[config.mk]
export PLATFORM = sky130hd
export DESIGN_NAME = alu_datapath
export DESIGN_NICKNAME = d
export VERILOG_FILES = /design/src/rtl/alu_datapath.sv
export SDC_FILE = /design/constraint.sdc
export NUM_CORES = 1
export LEC_CHECK = 0
export CORE_ASPECT_RATIO = 2
export CORE_MARGIN = 2
export CORE_UTILIZATION = 45
export CTS_CLUSTER_SIZE = 30
export DETAILED_ROUTE_END_ITERATION = 8
export RECOVER_POWER = 100
export REMOVE_ABC_BUFFERS = 1
export SYNTH_ARGS = -nofsm -noshare
export SYNTH_HDL_FRONTEND = slang
export SYNTH_SLANG_ARGS = --single-unit
[constraint.sdc]
create_clock -name clk -period 7.45 [get_ports clk]
set_input_delay 0.745 -clock clk [delete_from_list [all_inputs] [get_ports clk]]
set_output_delay 0.745 -clock clk [all_outputs]
set_load 0.05 [all_outputs]
[src/rtl/alu_datapath.sv]
// Datapath slave of the sequence control FSM: register file, operand muxes,
// 2-bit-op ALU, registered result/flag stage and host preload/debug port.
module alu_datapath #(
    parameter int unsigned WIDTH = 8,
    parameter int unsigned NREG  = 16
) (
    input  logic             clk,
    input  logic             rst,
    input  logic [14:0]      ctrl,
    input  logic             ld_en,
    input  logic [3:0]       ld_addr,
    input  logic [WIDTH-1:0] ld_data,
    input  logic [3:0]       dbg_addr,
    output logic [WIDTH-1:0] dbg_data,
    output logic [WIDTH-1:0] alu_out,
    output logic             mayor,
    output logic             bandera
);

    typedef enum logic [1:0] {
        OP_ADD  = 2'b00,
        OP_SUB  = 2'b01,
        OP_AND  = 2'b10,
        OP_PASS = 2'b11
    } alu_op_e;

    alu_op_e          op;
    logic [3:0]       sel_a;
    logic [3:0]       sel_b;
    logic [3:0]       sel_dst;
    logic             w;

    logic [WIDTH-1:0] regs_q [NREG];
    logic [WIDTH-1:0] regs_d [NREG];
    logic [WIDTH-1:0] opa;
    logic [WIDTH-1:0] opb;
    logic [WIDTH-1:0] res;

    logic [WIDTH-1:0] alu_out_q;
    logic             mayor_q;
    logic             bandera_q;

    assign op      = alu_op_e'(ctrl[14:13]);
    assign sel_a   = ctrl[12:9];
    assign sel_b   = ctrl[8:5];
    assign sel_dst = ctrl[4:1];
    assign w       = ctrl[0];

    assign opa = regs_q[sel_a];
    assign opb = regs_q[sel_b];

    always_comb begin
        res = '0;
        case (op)
            OP_ADD:  res = opa + opb;
            OP_SUB:  res = opa - opb;
            OP_AND:  res = opa & opb;
            OP_PASS: res = opa;
            default: res = '0;
        endcase
    end

    // Preload is applied after the ALU write so it wins on an address collision.
    always_comb begin
        regs_d = regs_q;
        if (w)
            regs_d[sel_dst] = res;
        if (ld_en)
            regs_d[ld_addr] = ld_data;
    end

    always_ff @(posedge clk or posedge rst) begin
        if (rst) begin
            for (int unsigned i = 0; i < NREG; i++)
                regs_q[i] <= '0;
            alu_out_q <= '0;
            mayor_q   <= 1'b0;
            bandera_q <= 1'b0;
        end else begin
            regs_q    <= regs_d;
            alu_out_q <= res;
            mayor_q   <= (opa > opb);
            bandera_q <= (res == '0);
        end
    end

    assign dbg_data = regs_q[dbg_addr];
    assign alu_out  = alu_out_q;
    assign mayor    = mayor_q;
    assign bandera  = bandera_q;

endmodule

; Word level (Yosys, flattened, before mapping)
; Index checks and enable logic that the tools add are counted.
[totals]
mem_count = 0
ff_bits = 138
out_inout_bits = 18
latchBits = 0
romBits = 0
mem_bits_rw = 0
[op_classes]
addsub = 2
mul = 0
n_eq_ne = 3
shifts = 0
bitwise_logic = 6
n_reduce_logical = 4
mux = 18
div_mod_pow = 0
n_lt_le_gt_ge = 8
[ops]
columns = operator, count
row1 = bitwise mux 128 bit, 2
row2 = 2-to-1 mux 128 bit, 2
row3 = binary-select mux 8 bit (select 4 bit), 3
row4 = demux 8 bit (select 4 bit), 2
row5 = 2-to-1 mux 8 bit, 8
row6 = case mux 8 bit (4 select lines), 1
row7 = >= comparator 5 bit (second input constant), 5
row8 = NOT 4 -> 5 bit, 5
row9 = < comparator 5 x 1 -> 1 bit (second input constant), 2
row10 = adder 8 bit, 1
row11 = bitwise AND 8 bit, 1
row12 = > comparator 8 bit, 1
row13 = logical NOT 8 bit, 1
row14 = subtractor 8 bit, 1
row15 = equality test 2 bit (second input constant), 2
row16 = equality test 2 x 1 -> 1 bit (second input constant), 1
row17 = logical AND 1 bit, 2
row18 = logical NOT 2 bit, 1

; Logic depth before layout (Yosys ltp)
; Gate-level depths: netlist (run 1).
[logic_depth]
word_depth = 10
depth_mapped = 16
mapped_depth_nobuf = 14

; Worst setup path after synthesis (run 1)
; OpenSTA, ideal clock, no wires.
[synth_timing]
path_kind = input to register
start = input ctrl[5]
end = register regs_q[103] (netlist name)
path_stages = 15
setup_time_ns = 0.096
arrival_ns = 4.518
path_slack_ns = 2.836
cell_sequence = clkbuf_1 > buf_1 > mux4_2 > mux4_2 > inv_1 > ha_1 > clkbuf_1 > a21o_1 > a21o_1 > a221oi_1 > xor2_1 > o211ai_1 > o221ai_2 > buf_2 > o31ai_1
[synth_lines]
columns = element, line_no
row1 = from (decl), 9  ; input logic [14:0] ctrl,
row2 = to (signal assigned), 80  ; regs_q <= regs_d;
row3 = to (decl), 33  ; logic [WIDTH-1:0] regs_q [NREG];

; Final worst setup path (run 1)
[layout_timing]
start = input ctrl[10]
end = register bandera_q, in the netlist bandera
[layout_between]
elab_chain_cells = 7
[layout_lines]
columns = element, line_no
row1 = NOT 4 -> 5 bit (not written as such) *, 49  ; assign opa = regs_q[sel_a];
row2 = binary-select mux 8 bit (select 4 bit) *, 49
row3 = 2-to-1 mux 8 bit (not written as such) * (2 in series), 49
row4 = subtractor 8 bit (tied with other cells), 56  ; OP_SUB: res = opa - opb;
row5 = case mux 8 bit (4 select lines) *, 54  ; case (op)
row6 = net res[2], 37  ; logic [WIDTH-1:0] res;
row7 = logical NOT 8 bit *, 83  ; bandera_q <= (res == '0);
row8 = to (signal assigned), 83
row9 = to (decl), 41  ; logic bandera_q;
; Mark *: on every way through the listed nets, which the timed path passes. The rest lies on a longest branch. The select of a mux whose other input is x is not followed.

==> results of run 1 <==
## sequential cells by signal, summed over array words and instances (netlist names)
register,count
mayor,1
alu_out,8
bandera,1
regs_q,128
## cell families after synthesis
kind of cell    after synthesis  share of synthesized area (%)
fa+ha+maj                    18                           2.37
flops                       138                           34.0
xor+xnor                      7                          0.604
mux                         182                           32.4
simple gates                272                           11.7
compound gates              246                           14.2
buf+inv                     118                           4.76
## cell usage after synthesis (5+ instances only)
cell and count:
a21oi_1 98, a22oi_1 8, a31oi_1 8, and3b_1 9, buf_1 14, buf_2 8
clkbuf_1 65, dfrtp_1 138, ha_1 16, inv_1 23, mux2_2 8, mux2i_1 58
mux4_1 5, mux4_2 110, nand2_1 108, nand3_1 16, nor2_1 103, nor2b_1 7
nor3_1 9, o211ai_1 9, o21a_1 6, o21ai_0 81, o31ai_1 11
## per-stage QoR
step | std cells | utilization, % | setup WS (ns)
3_5_place_dp | 1233 | 48.5 | 1.62
4_1_cts | 1265 | 51.3 | 2.10
6_report | 1265 | 51.0 | 1.20
2_1_floorplan | 889 | - | 3.01
3_3_place_gp | 1233 | 48.5 | 1.72
5_1_grt | 1265 | 51.0 | 1.06
## final cells by class
type,count,area share [%]
multi-input cells,725,54.7
flip-flops and latches,138,30.6
repair buffers,68,5.31
clock buffers,17,3.77
well taps,276,3.06
clock inverters,15,1.75
inverters,26,0.875
## metal layers
layer	track usage, %	share of wire, %	vias up	wire (µm)
met5	0	0	-	0
met1	37.3	36	4181	12300
met3	5.38	6.3	120	2170
li1	-	-	3634	-
met2	50.0	51	430	17500
met4	16.7	6.3	0	2140
## power by group
part | total [W] | switching, W | internal [W]
registers | 0.00138 | 0.000333 | 0.00105
clock network | 0.000920 | 0.000360 | 0.000560
logic | 0.00193 | 0.00105 | 0.000879
total | 0.00423 | 0.00174 | 0.00249
## worst max-delay path by stage
stage,end,slack (ns),cells past startpoint
finish,bandera$_DFF_PP0_,1.20,14
global route,bandera$_DFF_PP0_,1.06,12
CTS,regs_q[21]$_DFF_PP0_,2.10,12
detailed placement,regs_q[21]$_DFF_PP0_,1.62,12
global placement,regs_q[45]$_DFF_PP0_,1.72,12
floorplan,alu_out[0]$_DFF_PP0_,3.01,1
## layout by cell type (no fill, tap or decap), types with 3 or more instances in the layout
| cell type | netlist | layout |
|---|---|---|
| ha_1 | 16 | 16 |
| nor3_1 | 9 | 8 |
| clkinvlp_4 | 0 | 3 |
| dlygate4sd3_1 | 0 | 19 |
| xor2_1 | 4 | 4 |
| bufinv_16 | 0 | 4 |
| or3_1 | 4 | 4 |
| clkbuf_16 | 0 | 17 |
| buf_4 | 2 | 13 |
| nand2b_1 | 4 | 4 |
| mux2_2 | 8 | 8 |
| dfrtp_1 | 138 | 138 |
| nor2b_1 | 7 | 7 |
| xnor2_1 | 3 | 3 |
| o21a_1 | 6 | 6 |
| a22oi_1 | 8 | 8 |
| o211ai_1 | 9 | 9 |
| o21bai_1 | 3 | 3 |
| nand3_1 | 16 | 16 |
| buf_2 | 8 | 5 |
| a31oi_1 | 8 | 9 |
| nor2_1 | 103 | 103 |
| clkdlybuf4s50_1 | 0 | 27 |
| and3b_1 | 9 | 9 |
| nand2_1 | 108 | 108 |
| clkinv_2 | 0 | 4 |
| mux2i_1 | 58 | 58 |
| clkbuf_1 | 65 | 3 |
| o31ai_1 | 11 | 12 |
| inv_1 | 23 | 22 |
| o21ai_0 | 81 | 85 |
| a21oi_1 | 98 | 99 |
| mux4_2 | 110 | 110 |
| mux4_1 | 5 | 5 |
| a21o_1 | 4 | 4 |
## worst max-delay path: stages
cell and delay (ns):
dlygate4sd3_1 1.11, mux4_1 0.48, mux4_2 0.54, inv_1 0.08, ha_1 0.17, inv_1 0.07, fa_1 0.49, mux2i_1 0.21
xor2_1 0.18, o21ai_0 0.10, a31oi_1 1.37, inv_1 0.19, nor4_1 0.60, and4b_1 0.27
==> results.json, run 1 <==
{
  "fmax_mhz": 160,
  "finalCritPeriodShare_pct": 83.9,
  "final_design_area_no_fill_um2": 11300,
  "async_flop_share_pct": 100,
  "final-seq-area_um2": 3450,
  "totalPowerFinal_w": 0.00423,
  "setup_viol": 0,
  "syn_area_um2": 10200,
  "num_vias": 8365,
  "finalNetCount": 1028,
  "hp-start": "regs_q[31]$_DFF_PP0_",
  "wl_per_cell_um": 27.0,
  "r2r_start": "regs_q[16]$_DFF_PP0_",
  "dieArea_um2": 23900,
  "overflow": 0,
  "leakage_nw": 4.76,
  "critPathArrivalTime_ns": 6.61,
  "io-pin-count": 52,
  "postCtsResizedCells": 0,
  "peakVddDrop_uv": 210,
  "synth-edff-count": 0,
  "track_usage_pct": 30.4,
  "ys_ff_latch": 138,
  "post_cts_buffers": 0,
  "hold_path.class": "reg2reg",
  "worst_pin_slew_ns": 3.72,
  "hold-worst-slack_ns": 0.562,
  "hold_path_depth": 2,
  "ys_warn_count": 0,
  "hold_buffers": 0,
  "rsz0062_at_grt": "no",
  "cp_max_fo": 17,
  "maxCapViolations": 7,
  "root_buffer": "clkbuf_16",
  "clk_pin_slew_ns": 0.06,
  "gp_congestion": 0.922,
  "numCtsBuffers": 17,
  "grt_start_max_net_pins": 78,
  "required_ns": 7.81,
  "die_w_um": 110,
  "cts.sinks": 138,
  "grt_pass1_vias": 8302,
  "worstReg2RegEnd": "bandera$_DFF_PP0_",
  "grt_pass1_wl_um": 52500,
  "synth_cell_types": 58,
  "worst_setup_path_end_kind": "flip-flop",
  "die_h_um": 216,
  "crit_start": "ctrl[10]",
  "first_iter_violations": 731,
  "place_area_um2": 10700,
  "finalSetupTns_ns": 0,
  "netlist_instances": 981,
  "viasPerCell": 6.61,
  "multiInputGateArea_um2": 6180,
  "hpwlAfterDp_um": 24300,
  "critical_path_class": "in2reg",
  "reg2reg_depth": 13,
  "synth_largest_area_cell": "dfrtp_1",
  "hold_viol": 0,
  "clock_latency_ns": 0.44,
  "dr.pass1.iters": 5,
  "route.antenna.remaining_nets": 0,
  "antenna_found_initial": 1,
  "power_density_nw_per_um2": 374,
  "antenna_cells": 0,
  "r2r_slack_ns": 2.11,
  "initial_core_util_pct": 45.8,
  "relSlewSlack_pct": -149,
  "cts_htree_levels": 4,
  "start_kind": "primary input",
  "violations": "capacitance limit, slew limit",
  "whs_endpoint": "regs_q[31]$_DFF_PP0_",
  "synth_top_cell_area_share_pct": 34.0,
  "status": "finished, violations left",
  "clockBufferDepth": 2,
  "synth_ff_type": "dfrtp_1",
  "rows": 77,
  "drcViolationCount": 0,
  "fin_crit_ns": 6.25,
  "yosysSeqAreaShare_pct": 34.0,
  "portBuffers": 51,
  "area_growth_pct": 11.2,
  "drive_gt1_share_pct": 18.0,
  "coreArea_um2": 22200,
  "wl_um": 34200,
  "synth_area_leaders": "dfrtp_1, mux4_2, mux2i_1, a21oi_1, nand2_1",
  "fillers": 2035,
  "syn_avg_cell_area_um2": 10.4,
  "drv_slew": 248,
  "fin_skew_ns": 0.00794,
  "cts_tree": "built"
}
(Power assumes the default switching activity.)
==> run 2: changes to the inputs <==
==> constraint.sdc (replaced) <==
create_clock -name clk -period 5.7 [get_ports clk]
set_input_delay 0.57 -clock clk [delete_from_list [all_inputs] [get_ports clk]]
set_output_delay 0.57 -clock clk [all_outputs]
set_load 0.05 [all_outputs]
==> run 2 against run 1 <==
The run still ends with capacitance limit, slew limit left. Clock-buffer cell count up 4. Worst setup slack worse by 0.48 ns. Non-clock buffer count up 12. Register-to-register slack worse by 0.92 ns. Sequential power up 32%. Design area up 1.1%. Die area unchanged. Via count up 1.7%. Clock skew down 0.00055 ns. Sequential share of layout area down 0.34 points. Worst hold slack better by 0.00071 ns. Largest power group unchanged.
==> results.json, run 2 (same netlist as run 1, synthesis figures left out) <==
{
  "status": "finished, violations left",
  "violations": "capacitance limit, slew limit",
  "largest_register_ffs": 128,
  "post_cts_buffers": 0,
  "relSlewSlack_pct": -62.0,
  "area_growth_pct": 12.5,
  "grt_start_max_net_pins": 52,
  "dieArea_um2": 23900,
  "cp_common_cell": "a21oi_1",
  "cp_cell_sequence": "dlygate4sd3_1, mux4_1, mux4_2, inv_1, ha_1, inv_1, fa_1, nand3_1, a21oi_1, a21oi_1, xor2_1, a21oi_1, nor4_2, and4b_1",
  "portBuffers": 51,
  "drcViolationCount": 0,
  "num_vias": 8505,
  "viasPerCell": 6.66,
  "leakage_nw": 4.82,
  "worst-path-buf-inv": 3,
  "wl_um": 35700,
  "worst_pin_slew_ns": 2.41,
  "finalSetupTns_ns": 0,
  "track_usage_pct": 31.8,
  "final_design_area_no_fill_um2": 11400,
  "fin_skew_ns": 0.00739,
  "critPathArrivalTime_ns": 5.31,
  "fin_crit_ns": 4.98,
  "coreArea_um2": 22200,
  "r2r_slack_ns": 1.19,
  "setup_viol": 0,
  "drv_slew": 153,
  "totalPowerFinal_w": 0.00558,
  "final_cell_mix": "dfrtp_1, mux4_2, nand2_1, nor2_1, a21oi_1",
  "fmax_mhz": 201,
  "grt_pass1_vias": 8587,
  "hold_viol": 0,
  "regMostFlops": "regs_q",
  "power_density_nw_per_um2": 488,
  "gp_congestion": 0.910,
  "root_buffer": "clkbuf_16",
  "die_h_um": 216,
  "place_area_um2": 10800,
  "initial_core_util_pct": 45.8,
  "cts_htree_levels": 4,
  "maxCapViolations": 5,
  "wl_per_cell_um": 28.0,
  "cts.sinks": 138,
  "worst_setup_path_end_kind": "flip-flop",
  "finalCritPeriodShare_pct": 87.3,
  "rows": 77,
  "overflow": 0,
  "rsz0062_at_grt": "no",
  "postCtsResizedCells": 0,
  "crit_path_top_delay_cell": "a21oi_1",
  "clk_pin_slew_ns": 0.06,
  "numCtsBuffers": 17,
  "critical_path_class": "in2reg",
  "io-pin-count": 52,
  "hpwlAfterDp_um": 25400,
  "cts_tree": "built",
  "setup_ws_ns": 0.721,
  "route.antenna.remaining_nets": 0,
  "antenna_cells": 0,
  "layout_commonest_cell": "dfrtp_1",
  "first_iter_violations": 750,
  "hold_path.class": "reg2reg",
  "peakVddDrop_uv": 274,
  "required_ns": 6.03,
  "cpLargestDelayFamily": "compound AO/OA/AOI/OAI gates",
  "drive_gt1_share_pct": 18.8,
  "grt_pass1_wl_um": 53700,
  "clockBufferDepth": 2,
  "cp_max_fo": 18,
  "clock_latency_ns": 0.44,
  "dr.pass1.iters": 7,
  "start_kind": "primary input",
  "place_ws_ns": 0.696,
  "slowest_delay_ns": 1.32,
  "die_w_um": 110,
  "hold_buffers": 0,
  "finalNetCount": 1040,
  "antenna_found_initial": 0
}
[run 2: changes by cell type in the layout (fill, tap and decap cells not counted), sizes merged]
| cell | before | now |
|---|---|---|
| inv | 26 | 24 |
| buf | 18 | 28 |
| bufinv | 4 | 5 |
| clkdlybuf4s50 | 27 | 30 |
| clkinv | 7 | 5 |
| clkbuf | 21 | 27 |
| clkinvlp | 4 | 3 |
| dlygate4sd3 | 19 | 16 |
[run 2: area by class of cell]
| class | instances | area [µm²] |
|---|---|---|
| clock buffer | 21 | 460 |
| clock inverter | 11 | 193 |
| fill | 2055 | 10700 |
| inverter | 26 | 98.8 |
| multi-input combinational | 725 | 6190 |
| sequential | 138 | 3450 |
| tap | 276 | 345 |
| timing repair buffer | 80 | 684 |
[run 2: final timing paths]
check	from	endpoint	cells past startpoint
max	ctrl[10]	bandera$_DFF_PP0_	14
min	regs_q[63]$_DFF_PP0_	regs_q[63]$_DFF_PP0_	2
max reg2reg	regs_q[8]$_DFF_PP0_	bandera$_DFF_PP0_	13
min reg2reg	regs_q[63]$_DFF_PP0_	regs_q[63]$_DFF_PP0_	2
max in group asynchronous	rst	regs_q[104]$_DFF_PP0_	3
min in group asynchronous	rst	regs_q[65]$_DFF_PP0_	2
[run 2: routing by layer]
layer  global-route usage, %  part of all wire (%)
met5                       0                     0
met4                    24.0                   8.8
met3                    6.05                   6.8
met2                    50.8                    50
met1                    37.2                    35
[run 2: report_power, final]
group | switching, W | total [W] | leakage [nW] | internal [W]
clock | 0.000447 | 0.00125 | 0.313 | 0.000799
combinational | 0.00135 | 0.00251 | 2.81 | 0.00116
sequential | 0.000446 | 0.00182 | 1.70 | 0.00137
[run 2: stage by stage]
stage | util [%] | hold WS (ns) | std cells
after floorplan | - | 0.499 | 889
after global placement | 48.9 | 0.532 | 1245
after detailed placement | 48.9 | 0.546 | 1245
after CTS | 51.8 | 0.559 | 1277
after global routing | 51.5 | 0.590 | 1277
final | 51.5 | 0.562 | 1277
[run 2: worst min-delay path, delay by kind of cell (launching register included)]
kind,cells,cell delay [ns]
DFF,1,0.38
AOI/OAI and AO/OA,2,0.14
